[config.mk]
export PLATFORM = sky130hd
export DESIGN_NAME = collision_hp_ctrl
export DESIGN_NICKNAME = d
export VERILOG_FILES = /design/src/rtl/collision_hp_ctrl.sv
export SDC_FILE = /design/constraint.sdc
export NUM_CORES = 1
export LEC_CHECK = 0
export BUFFER_PORTS_ARGS = -buffer_cell sky130_fd_sc_hd__buf_4
export CORE_MARGIN = 5
export CORE_UTILIZATION = 50
export DETAILED_ROUTE_END_ITERATION = 10
export PLACE_DENSITY = 0.74
export SLEW_MARGIN = 25
export SYNTH_ARGS = -nofsm -noshare
export SYNTH_HDL_FRONTEND = slang
export SYNTH_SLANG_ARGS = --single-unit
[constraint.sdc]
create_clock -name Pclk -period 1.85 [get_ports Pclk]
set_input_delay 0.0925 -clock Pclk [delete_from_list [all_inputs] [get_ports Pclk]]
set_output_delay 0.0925 -clock Pclk [all_outputs]
set_load 0.01 [all_outputs]
[src/rtl/collision_hp_ctrl.sv]
// collision_hp_ctrl: per-frame player/bullet hit arbiter, HP counter and invulnerability timer.
// Optional macro COLLISION_BLINK_EN builds a 3-bit frame counter that drives the blink mask.
module collision_hp_ctrl #(
  parameter int NB            = 2,
  parameter int HP_W          = 7,
  parameter int HP_MAX        = 100,
  parameter int DAMAGE        = 20,
  parameter int INVULN_FRAMES = 30
) (
  input  logic            Pclk,
  input  logic            RESET,
  input  logic            frame_tick,
  input  logic            aactive,
  input  logic            bee_on,
  input  logic [NB-1:0]   bullet_on,
  input  logic            state_game,
  output logic            hit_pulse,
  output logic [2:0]      hit_src,
  output logic [HP_W-1:0] player_hp,
  output logic            invuln,
  output logic            dead,
  output logic            blink
);

  typedef enum logic [1:0] {ALIVE, INVULN, DEAD} state_e;

  localparam logic [HP_W-1:0] HP_INIT  = HP_W'(HP_MAX);
  localparam logic [HP_W-1:0] HP_DMG   = HP_W'(DAMAGE);
  localparam logic [7:0]      INV_LOAD = 8'(INVULN_FRAMES);

  state_e          state_q, state_d;
  logic [NB-1:0]   overlap_acc_q, overlap_acc_d;
  logic [HP_W-1:0] hp_q, hp_d;
  logic [7:0]      inv_cnt_q, inv_cnt_d;
  logic [2:0]      hit_src_q, hit_src_d;
  logic [2:0]      low_idx;
  logic            hit_pulse_q, hit_pulse_d;
  logic            state_game_q;
  logic            acc_clr;
  logic            sample_en;

  // Any phase change or frame boundary drops whatever was collected so far.
  assign acc_clr   = frame_tick | (state_game ^ state_game_q);
  assign sample_en = aactive & ~state_game & bee_on;

  generate
    for (genvar gi = 0; gi < NB; gi++) begin : g_acc
      assign overlap_acc_d[gi] = acc_clr ? 1'b0
                               : (overlap_acc_q[gi] | (sample_en & bullet_on[gi]));
    end
  endgenerate

  always_comb begin
    low_idx = '0;
    for (int i = NB - 1; i >= 0; i--) begin
      if (overlap_acc_q[i]) low_idx = 3'(i);
    end
  end

  always_comb begin
    state_d     = state_q;
    hp_d        = hp_q;
    inv_cnt_d   = inv_cnt_q;
    hit_src_d   = hit_src_q;
    hit_pulse_d = 1'b0;
    if (frame_tick) begin
      case (state_q)
        ALIVE: begin
          if (|overlap_acc_q) begin
            hp_d        = (hp_q > HP_DMG) ? hp_q - HP_DMG : '0;
            hit_src_d   = low_idx;
            hit_pulse_d = 1'b1;
            inv_cnt_d   = INV_LOAD;
            state_d     = (hp_q > HP_DMG) ? INVULN : DEAD;
          end
        end
        INVULN: begin
          inv_cnt_d = inv_cnt_q - 8'd1;
          if (inv_cnt_q == 8'd1) state_d = ALIVE;
        end
        default: ;
      endcase
    end
  end

  always_ff @(posedge Pclk) begin
    if (RESET) begin
      state_q       <= ALIVE;
      overlap_acc_q <= '0;
      hp_q          <= HP_INIT;
      inv_cnt_q     <= '0;
      hit_src_q     <= '0;
      hit_pulse_q   <= 1'b0;
      state_game_q  <= 1'b0;
    end else begin
      state_q       <= state_d;
      overlap_acc_q <= overlap_acc_d;
      hp_q          <= hp_d;
      inv_cnt_q     <= inv_cnt_d;
      hit_src_q     <= hit_src_d;
      hit_pulse_q   <= hit_pulse_d;
      state_game_q  <= state_game;
    end
  end

  assign hit_pulse = hit_pulse_q;
  assign hit_src   = hit_src_q;
  assign player_hp = hp_q;
  assign invuln    = (state_q == INVULN);
  assign dead      = (state_q == DEAD);

`ifdef COLLISION_BLINK_EN
  logic [2:0] frame_cnt_q;

  always_ff @(posedge Pclk) begin
    if (RESET) frame_cnt_q <= '0;
    else if (frame_tick) frame_cnt_q <= frame_cnt_q + 3'd1;
  end

  assign blink = invuln & frame_cnt_q[2];
`else
  assign blink = 1'b0;
`endif

endmodule
Yosys cells after proc, flatten, opt, wreduce, memory -nomap -nowiden. Cells that the tools add are included.

Reduce and logical (&&, ||, !) cells: 8. $lt $le $gt $ge: 1. Add/sub/neg operators: 2. Eq/ne operators: 5. Multiplexer cells: 10. Bitwise operators: 11.

Operators with widths (number): 8-bit case mux with 2 select lines (1); 8-bit by 1-bit == test with 1-bit output, second input constant (1); 8-bit two-way mux (1); 8-bit by 1-bit subtractor with 8-bit output, second input constant (1); 7-bit by 5-bit greater-than comparator with 1-bit output, second input constant (1); 7-bit two-way mux (1); 7-bit by 5-bit subtractor with 7-bit output, second input constant (1); 2-bit two-way mux (3); 3-bit AND reduction (2); 1-bit bitwise AND (4); 2-bit case mux with 2 select lines (1); 4-bit AND reduction (1); 2-bit OR reduction (2); 3-bit two-way mux (1); 1-bit inverter (3); 1-bit bitwise OR (3); 3-bit OR reduction (1); 2-bit by 1-bit == test with 1-bit output, second input constant (1); 2-bit == test, second input constant (1); 2-bit logical NOT (1); 1-bit two-way mux (2); 2-bit by 1-bit inequality test with 1-bit output, second input constant (1); 2-bit inequality test, second input constant (1); 2-bit nonzero test (1); 1-bit XOR (1).

Logic and storage cells: 44. Output and inout port bits: 14. Flip-flop bits (word level): 24. Input port bits: 8.

Depth between registers and ports, before layout. Gate-level depths: netlist of the first run.

Depth after elaboration: 5. Depth in mapped cells: 6. Depth with buffers taken out: 6.

Worst setup path before layout of the first run. No wires, ideal clock.

Path type: register -> register. From: reg state_q[1]. To: reg inv_cnt_q[7]. Clock period less this slack: 1.426 ns. Slack: 0.424 ns. Arrival: 1.296 ns. Setup time: 0.130 ns. Required time: 1.720 ns. Buffers on the path: 0. Stages on the path, launching flop included: 5. Cells stage by stage: dfxtp_1 > or4b_4 > nor4_4 > xnor2_1 > nor3_2.

Word-level cells in the longest chain between the ends: 3. Elaborated cells on any way between the ends: 6. Those cells by class: eq/ne (2); mux (1); reduce/logical (3).

Ends and longest elaborated chain: from (decl) (RTL line 31) `state_e state_q, state_d;`; from (signal assigned) (RTL line 96) `state_q <= state_d;`; 2-bit logical NOT or 2-bit by 1-bit == test with 1-bit output (tied branches) (RTL line 67) `case (state_q)`; 2-bit inequality test (no line) or 2-bit nonzero test (tied branches); 3-bit AND reduction (no line); to (signal assigned) (RTL line 99) `inv_cnt_q <= inv_cnt_d;`; to (decl) (RTL line 34) `logic [7:0] inv_cnt_q, inv_cnt_d;`.

Several ways; a longest one is shown, not always the timed one. A chain may end at the register's enable or synchronous reset.

Worst setup path after layout of the first run.
From: reg hp_q[2] (netlist: player_hp[2]). To: reg hp_q[3] (netlist: player_hp[3]).

Word-level cells in the longest chain between the ends: 2. Elaborated cells on any way between the ends: 3. Those cells by class: add/sub (1); order compare (1); mux (1).

Ends and longest elaborated chain: from (decl) (RTL line 33) `logic [HP_W-1:0] hp_q, hp_d;`; from (signal assigned) (RTL line 98) `hp_q <= hp_d;`; 7-bit by 5-bit subtractor with 7-bit output or 7-bit by 5-bit greater-than comparator with 1-bit output (tied branches) (RTL line 70) `hp_d = (hp_q > HP_DMG) ? hp_q - HP_DMG : '0;`; 7-bit two-way mux (*) (RTL line 70).

Mark *: on every way between the ends. The rest lies on a longest branch, timed or not.

==> results of run 1 <==
## cell usage after synthesis (2+ instances only)
cell      number  area (um^2)
a21oi_1        9         45.0
buf_4          5         37.5
clkbuf_1       2         7.51
dfxtp_1       20          400
ha_1           4         50.1
inv_1          4         15.0
nand2_1        2         7.51
nand2b_1       3         18.8
nand3_1        3         15.0
nor2_1        13         48.8
nor2b_1        3         18.8
nor3_1         5         25.0
nor3_2         4         40.0
nor4b_1        2         17.5
o21ai_0        4         20.0
or3_1          4         25.0
xnor2_1        6         52.6
## path summary, 6_finish.rpt
| check | from | to | slack (ns) | cells after the start |
|---|---|---|---|---|
| setup reg to reg | player_hp[2]$_SDFFE_PP1P_ | player_hp[3]$_SDFFE_PP0P_ | 0.27 | 4 |
| setup / recovery | player_hp[2]$_SDFFE_PP1P_ | player_hp[3]$_SDFFE_PP0P_ | 0.27 | 4 |
| hold / removal | bullet_on[0] | overlap_acc_q[0]$_SDFF_PP0_ | 0.03 | 3 |
| hold reg to reg | hit_src[0]$_SDFFE_PP0P_ | hit_src[0]$_SDFFE_PP0P_ | 0.51 | 2 |
## per-stage QoR
stage               cells  setup slack, ns
floorplan             115            0.424
global placement      152            0.384
detailed placement    152            0.319
CTS                   155            0.270
global route          155            0.103
finish                155            0.270
## registers in the layout, indices dropped and copies added (netlist names)
| name | flops |
|---|---|
| hit_src | 1 |
| overlap_acc_q | 2 |
| state_q | 2 |
| player_hp | 5 |
| inv_cnt_q | 8 |
| hit_pulse | 1 |
| state_game_q | 1 |
## logic make-up (layout without fill, tap and decap cells)
group / after synthesis / in the layout / synth area share [%]
buffers and inverters: 12 / 25 / 6.46
multiplexers: 1 / 1 / 0.994
XOR/XNOR: 7 / 7 / 6.09
other: 1 / 5 / 0.372
adder cells (fa/ha/maj): 4 / 4 / 4.97
AO/OA/AOI/OAI: 20 / 20 / 12.3
AND/OR/NAND/NOR: 46 / 46 / 29.1
flip-flops: 20 / 20 / 39.8
## layer usage
layer	vias up	routed length, um	global-route usage (%)	share of wire, %
met5	-	0	0	0
met4	0	18	4.98	0.91
met3	2	80	4.09	4.0
met2	20	964	23.8	49
met1	391	915	19.0	46
li1	420	-	-	-
## tightest hold or removal path, delay by kind of cell
kind	cells	cell delay, ns
buffers and inverters	1	0.08
AND/OR/NAND/NOR	1	0.08
AO/OA/AOI/OAI	1	0.05
## power breakdown
group,switching (mW),leakage [nW],internal (mW)
logic,0.0341,0.263,0.0296
clock network,0.128,0.0138,0.0759
registers,0.00560,0.162,0.436
total,0.168,0.438,0.542
## final cells by class
class | instances | area share (%)
multi-input cells | 83 | 47.8
repair buffers | 18 | 11.6
clock buffers | 3 | 1.94
inverters | 4 | 1.29
flip-flops and latches | 20 | 34.4
well taps | 27 | 2.90
==> results.py, run 1 <==
metrics = {
    "placed_design": {
        "gp_congestion": 0.735,
        "numPortBuffers": 16,
        "dpl_cell_area_mm2": 0.00114,
        "dp_hpwl_um": 1510,
    },
    "cells_and_area": {
        "fin_nets": 142,
        "fin_util_pct": 59.9,
        "antenna_cells": 0,
        "multi_input_area_um2": 557,
        "layout_common_cells": "dfxtp_1, buf_4, nor2_1",
        "final_common_cell": "dfxtp_1",
        "fin_area_mm2": 0.00116,
        "area_growth_pct": 15.5,
        "fillers": 195,
        "drive_gt1_share_pct": 22.7,
        "seq_area_um2": 400,
    },
    "synthesis": {
        "ys.flop_type": "dfxtp_1",
        "synth-seq-cells": 20,
        "synth_edf_count": 0,
        "syn_inst": 111,
        "syn_area_mm2": 0.00101,
        "synth_area_per_cell_um2": 9.07,
        "synthArstFlopShare_pct": 0,
        "synth_cell_types": 35,
        "synth_seq_area_share_pct": 39.8,
        "yosysWarningCount": 0,
    },
    "grt": {
        "grt_pass1_wl_um": 3170,
        "gr-total-overflow": 0,
        "grt_pass1_vias": 713,
        "grt_max_degree": 21,
        "track_usage_pct": 14.9,
        "antenna_found_initial": 0,
    },
    "cts": {
        "cts_resized": 0,
        "numCtsBuffers": 3,
        "cts_buffer_depth": 2,
        "cts.sinks": 20,
        "cts_tree": "done",
        "root_buffer": "clkbuf_4",
        "cts_setup_buffers": 0,
        "path_clk_slew_ns": 0.11,
        "htree_levels": 1,
        "ctsHoldBuffers": 0,
        "clk_latency_ns": 0.30,
    },
    "floorplanning": {
        "rows": 16,
        "fp.coreArea_mm2": 0.00194,
        "io_pins": 22,
        "die_w_um": 54.9,
        "start_util_pct": 51.9,
        "die_y_um": 54.9,
        "dieArea_mm2": 0.00301,
    },
    "setup_path": {
        "crit_type": "register to register",
        "worstPathRequired_ns": 2.07,
        "crit_family": "compound AO/OA/AOI/OAI gates",
        "crit_chain": "o21ai_0 > o21ai_0 > nand2_1 > o31ai_1",
        "cp.buffers_inverters": 0,
        "critPathMaxFanout": 6,
        "arrival_ns": 1.80,
        "worst_path_most_repeated_cell": "o21ai_0",
        "endpoint_kind": "register",
        "crit_slowest_cell": "o21ai_0",
        "slowest_delay_ns": 0.46,
        "cp-start-kind": "register",
    },
    "drt": {
        "num_vias": 833,
        "wirelength_um": 1980,
        "vias_per_cell": 5.37,
        "drtIter0Drc": 11,
        "ant_nets": 0,
        "drt-pass1-iter-count": 4,
        "wl_per_cell_um": 12.8,
        "drc_errors": 0,
    },
    "sta": {
        "fmax_mhz": 633,
        "slew_viol_final": 0,
        "max_slew_margin_pct": 67.0,
        "fin_crit_ns": 1.58,
        "rsz0062_at_grt": "false",
        "tns_ns": 0,
        "setup-violations-final": 0,
        "tightest_slew_ns": 0.490,
        "hold_violations": 0,
        "timing.hold.ws_ns": 0.0308,
        "fin_crit_sh_pct": 85.4,
        "skew_ns": 0.00155,
    },
    "outcome": {
        "status": "finished, final reports clean",
    },
    "pwr": {
        "power_uw": 710,
        "p_leak_nw": 0.438,
        "power-per-cell-area_mw_per_mm2": 610,
        "ir_worst_vdd_v": 0.000436,
    },
    "run": {
        "max_cap_viol_count": 0,
    },
    "hold_path": {
        "hold_path.class": "input port to register",
    },
}
Power figures use the tool's default switching activity.
==> run 2, diff against run 1 <==
--- a/config.mk
+++ b/config.mk
@@ -9,6 +9,7 @@
 export CORE_MARGIN = 5
 export CORE_UTILIZATION = 50
 export DETAILED_ROUTE_END_ITERATION = 10
+export MAX_ROUTING_LAYER = met4
 export PLACE_DENSITY = 0.74
 export SLEW_MARGIN = 25
 export SYNTH_ARGS = -nofsm -noshare
==> results.py, run 2 (synthesized netlist as in run 1, its figures left out) <==
metrics = {
    "setup_path": {
        "regToRegStartpoint": "player_hp[2]$_SDFFE_PP1P_",
        "worst_path_most_repeated_cell": "o21ai_0",
        "critPathMaxFanout": 6,
        "r2r.worst_path.cells": 4,
        "arrival_ns": 1.79,
        "slowest_delay_ns": 0.46,
        "r2r-end": "player_hp[3]$_SDFFE_PP0P_",
        "crit_chain": "o21ai_0 > o21ai_0 > nand2_1 > o31ai_1",
        "endpoint_kind": "register",
        "rrSetupSlack_ns": 0.27,
        "worstPathRequired_ns": 2.06,
        "crit_type": "register to register",
        "crit_slowest_cell": "o21ai_0",
        "cp-start-kind": "register",
    },
    "cells_and_area": {
        "final_common_cell": "dfxtp_1",
        "fin_util_pct": 59.9,
        "instances_no_fill": 155,
        "regMostFlops": "inv_cnt_q",
        "fin_area_mm2": 0.00116,
        "layout_common_cells": "dfxtp_1, buf_4, nor2_1",
        "drive_gt1_share_pct": 22.7,
        "fillers": 195,
        "antenna_cells": 0,
        "fin_nets": 142,
        "area_growth_pct": 15.5,
        "largest_reg_flops": 8,
    },
    "grt": {
        "grtUsageMet1_pct": 19.0,
        "grt_busiest_layer": "met2",
        "gr-total-overflow": 0,
        "grt_max_degree": 21,
        "track_usage_pct": 15.3,
        "grt.met3_usage_pct": 4.09,
        "grt_pass1_vias": 714,
        "antenna_found_initial": 0,
        "use_met2_pct": 23.8,
        "grt_pass1_wl_um": 3170,
    },
    "drt": {
        "drt-pass1-iter-count": 4,
        "num_vias": 815,
        "vias_per_cell": 5.26,
        "drc_errors": 0,
        "wl_per_cell_um": 12.6,
        "wirelength_um": 1960,
        "drtIter0Drc": 10,
        "ant_nets": 0,
    },
    "placed_design": {
        "place_ws_ns": 0.319,
        "numPortBuffers": 16,
        "dp_hpwl_um": 1510,
        "gp_congestion": 0.744,
        "dp_cells": 152,
        "dpl_cell_area_mm2": 0.00114,
    },
    "floorplanning": {
        "rows": 16,
        "fp.coreArea_mm2": 0.00194,
        "dieArea_mm2": 0.00301,
        "start_util_pct": 51.9,
        "die_w_um": 54.9,
        "io_pins": 22,
        "die_y_um": 54.9,
    },
    "cts": {
        "cts_setup_buffers": 0,
        "clk_latency_ns": 0.29,
        "cts.sinks": 20,
        "cts_buffer_depth": 2,
        "numCtsBuffers": 3,
        "root_buffer": "clkbuf_4",
        "cts_resized": 0,
        "cts_tree": "done",
        "htree_levels": 1,
        "ctsHoldBuffers": 0,
        "path_clk_slew_ns": 0.11,
    },
    "sta": {
        "skew_ns": 0.00461,
        "fin_crit_sh_pct": 85.5,
        "slew_viol_final": 0,
        "fmax_mhz": 632,
        "timing.final.ws_setup_ns": 0.268,
        "rsz0062_at_grt": "false",
        "max_slew_margin_pct": 66.7,
        "timing.hold.ws_ns": 0.0403,
        "setup-violations-final": 0,
        "fin_crit_ns": 1.58,
        "tightest_slew_ns": 0.494,
        "hold_violations": 0,
        "tns_ns": 0,
    },
    "pwr": {
        "power-per-cell-area_mw_per_mm2": 606,
        "p_leak_nw": 0.438,
        "power_uw": 705,
        "ir_worst_vdd_v": 0.000422,
    },
    "run": {
        "max_cap_viol_count": 0,
    },
    "hold_path": {
        "whs_path_depth": 3,
        "hold_end": "overlap_acc_q[0]$_SDFF_PP0_",
        "hold_path.class": "input port to register",
        "holdCritStartpoint": "bullet_on[0]",
    },
    "outcome": {
        "status": "finished, final reports clean",
    },
}
-- run 2: layer usage --
metal  part of all wire (%)  vias up
met5                      0        -
met1                     45      381
met4                   0.77        0
met2                     51       14
met3                    3.6        2
li1                       -      418
-- run 2: cell type report --
class / instances / area [um^2] / area share, %
Tap cell: 27 / 33.8 / 2.90
Timing Repair Buffer: 18 / 135 / 11.6
Clock buffer: 3 / 22.5 / 1.94
Inverter: 4 / 15.0 / 1.29
Sequential cell: 20 / 400 / 34.4
Multi-Input combinational cell: 83 / 557 / 47.8
-- run 2: worst max-delay path: cells and delay by family (launching register included) --
| family | cells | cell delay (ns) |
|---|---|---|
| flops | 1 | 0.44 |
| simple gates | 1 | 0.19 |
| compound gates | 3 | 0.87 |
-- run 2: worst max path at each step --
stage | start | cells after the start | endpoint
floorplan | state_q[1]$_SDFFE_PP0P_ | 4 | inv_cnt_q[7]$_SDFFE_PP0P_
global placement | player_hp[2]$_SDFFE_PP1P_ | 4 | player_hp[3]$_SDFFE_PP0P_
detailed placement | player_hp[2]$_SDFFE_PP1P_ | 4 | player_hp[3]$_SDFFE_PP0P_
CTS | player_hp[2]$_SDFFE_PP1P_ | 4 | player_hp[3]$_SDFFE_PP0P_
global route | player_hp[2]$_SDFFE_PP1P_ | 4 | player_hp[3]$_SDFFE_PP0P_
finish | player_hp[2]$_SDFFE_PP1P_ | 4 | player_hp[3]$_SDFFE_PP0P_
-- run 2: power by group --
group	total [mW]	internal, mW	leakage [nW]	switching (mW)
Combinational	0.0637	0.0296	0.263	0.0341
Sequential	0.442	0.436	0.162	0.00550
Clock	0.199	0.0757	0.0138	0.124
==> run 3, diff against run 2 <==
--- a/config.mk
+++ b/config.mk
@@ -5,7 +5,7 @@
 export SDC_FILE = /design/constraint.sdc
 export NUM_CORES = 1
 export LEC_CHECK = 0
-export BUFFER_PORTS_ARGS = -buffer_cell sky130_fd_sc_hd__buf_4
+export BUFFER_PORTS_ARGS = -buffer_cell sky130_fd_sc_hd__clkbuf_2
 export CORE_MARGIN = 5
 export CORE_UTILIZATION = 50
 export DETAILED_ROUTE_END_ITERATION = 10
==> results.py, run 3 (synthesized netlist as in run 1, its figures left out) <==
metrics = {
    "cts": {
        "cts_resized": 0,
        "path_clk_slew_ns": 0.12,
        "htree_levels": 1,
        "numCtsBuffers": 3,
        "cts_setup_buffers": 0,
        "cts_tree": "done",
        "root_buffer": "clkbuf_4",
        "clk_latency_ns": 0.30,
        "cts_buffer_depth": 2,
        "ctsHoldBuffers": 0,
        "cts.sinks": 20,
    },
    "cells_and_area": {
        "layout_common_cells": "dfxtp_1, clkbuf_2, nor2_1",
        "antenna_cells": 0,
        "final_common_cell": "dfxtp_1",
        "largest_reg_flops": 8,
        "area_growth_pct": 14.5,
        "fin_area_mm2": 0.00115,
        "regMostFlops": "inv_cnt_q",
        "drive_gt1_share_pct": 23.3,
        "fin_nets": 142,
    },
    "drt": {
        "vias_per_cell": 5.12,
        "ant_nets": 0,
        "num_vias": 798,
        "drtIter0Drc": 17,
        "wl_per_cell_um": 11.8,
        "drt-pass1-iter-count": 4,
        "wirelength_um": 1840,
        "drc_errors": 0,
    },
    "sta": {
        "hold_violations": 0,
        "rsz0062_at_grt": "false",
        "slew_viol_final": 0,
        "fin_crit_ns": 1.55,
        "setup-violations-final": 0,
        "timing.final.ws_setup_ns": 0.299,
        "skew_ns": 0.00631,
        "fmax_mhz": 645,
        "fin_crit_sh_pct": 83.8,
        "tns_ns": 0,
    },
    "hold_path": {
        "hold_path.class": "input port to register",
    },
    "floorplanning": {
        "start_util_pct": 51.9,
        "fp.coreArea_mm2": 0.00194,
        "dieArea_mm2": 0.00301,
        "die_y_um": 54.9,
        "die_w_um": 54.9,
        "rows": 16,
        "io_pins": 22,
    },
    "setup_path": {
        "worst_path_most_repeated_cell": "o21ai_0",
        "cp.buffers_inverters": 0,
        "worstPathRequired_ns": 2.08,
        "crit_slowest_cell": "dfxtp_1",
        "cp-start-kind": "register",
        "slowest_delay_ns": 0.44,
        "crit_family": "compound AO/OA/AOI/OAI gates",
        "critPathMaxFanout": 6,
        "crit_type": "register to register",
        "arrival_ns": 1.78,
        "crit_chain": "o21ai_0 > o21ai_0 > nand2_1 > o31ai_1",
        "endpoint_kind": "register",
    },
    "outcome": {
        "status": "finished, final reports clean",
    },
    "grt": {
        "grt_busiest_layer": "met2",
        "gr-total-overflow": 0,
        "grt_max_degree": 21,
        "use_met2_pct": 24.8,
        "grt_pass1_vias": 763,
        "grtUsageMet1_pct": 18.4,
        "track_usage_pct": 16.0,
        "grt.met3_usage_pct": 4.90,
        "antenna_found_initial": 0,
        "grt_pass1_wl_um": 3290,
    },
    "pwr": {
        "ir_worst_vdd_v": 0.000496,
        "power-per-cell-area_mw_per_mm2": 745,
        "p_leak_nw": 0.441,
    },
    "placed_design": {
        "dpl_cell_area_mm2": 0.00110,
        "numPortBuffers": 16,
        "gp_congestion": 0.755,
        "place_ws_ns": 0.340,
        "dp_hpwl_um": 1420,
    },
    "run": {
        "max_cap_viol_count": 0,
    },
}
==> run 3: cell count changes in the layout (fill, tap and decap cells not counted) <==
cell | before | now
bufinv_16 | 0 | 1
clkbuf_2 | 0 | 16
buf_4 | 18 | 2
==> run 3: power breakdown <==
| group | leakage, nW | total, mW | switching [mW] | internal (mW) |
|---|---|---|---|---|
| clock network | 0.0279 | 0.359 | 0.140 | 0.219 |
| registers | 0.162 | 0.442 | 0.00544 | 0.436 |
| logic | 0.252 | 0.0582 | 0.0335 | 0.0247 |
| total | 0.441 | 0.859 | 0.179 | 0.680 |
==> run 3: path summary, 6_finish.rpt <==
check             cells past startpoint                          end                      start  slack [ns]
setup reg to reg                      4    player_hp[3]$_SDFFE_PP0P_  player_hp[2]$_SDFFE_PP1P_        0.30
setup / recovery                      4    player_hp[3]$_SDFFE_PP0P_  player_hp[2]$_SDFFE_PP1P_        0.30
hold reg to reg                       2    inv_cnt_q[0]$_SDFFE_PP0P_  inv_cnt_q[0]$_SDFFE_PP0P_        0.53
hold / removal                        3  overlap_acc_q[0]$_SDFF_PP0_               bullet_on[0]        0.01
==> run 3: cell type report <==
cell class                      count  area, um^2
Clock buffer                        3        22.5
Clock inverter                      1        30.0
Fill cell                         180         788
Inverter                            4        15.0
Multi-Input combinational cell     83         557
Sequential cell                    20         400
Tap cell                           27        33.8
Timing Repair Buffer               18        95.1
==> run 3: per-layer routing <==
metal	part of all wire (%)	routed length [um]
met1	46	855
met2	49	894
met3	3.8	70
met4	1.2	23
met5	0	0
==> run 3: worst reg2reg max path, cell delays in order (launching register included) <==
cell and delay (ns):
dfxtp_1 0.44, o21ai_0 0.20, o21ai_0 0.43, nand2_1 0.20, o31ai_1 0.21
==> run 3: per-stage QoR <==
stage | cells | hold slack, ns | utilization (%) | total power [mW]
6_report | 156 | 0.0115 | 59.4 | 0.859
5_1_grt | 156 | 0.0130 | 59.4 | 0.901
3_5_place_dp | 152 | 0.339 | 56.7 | 0.510
4_1_cts | 156 | 0.00794 | 59.4 | 0.870
2_1_floorplan | 115 | 0.221 | - | 0.501
3_3_place_gp | 152 | 0.331 | 56.7 | 0.509
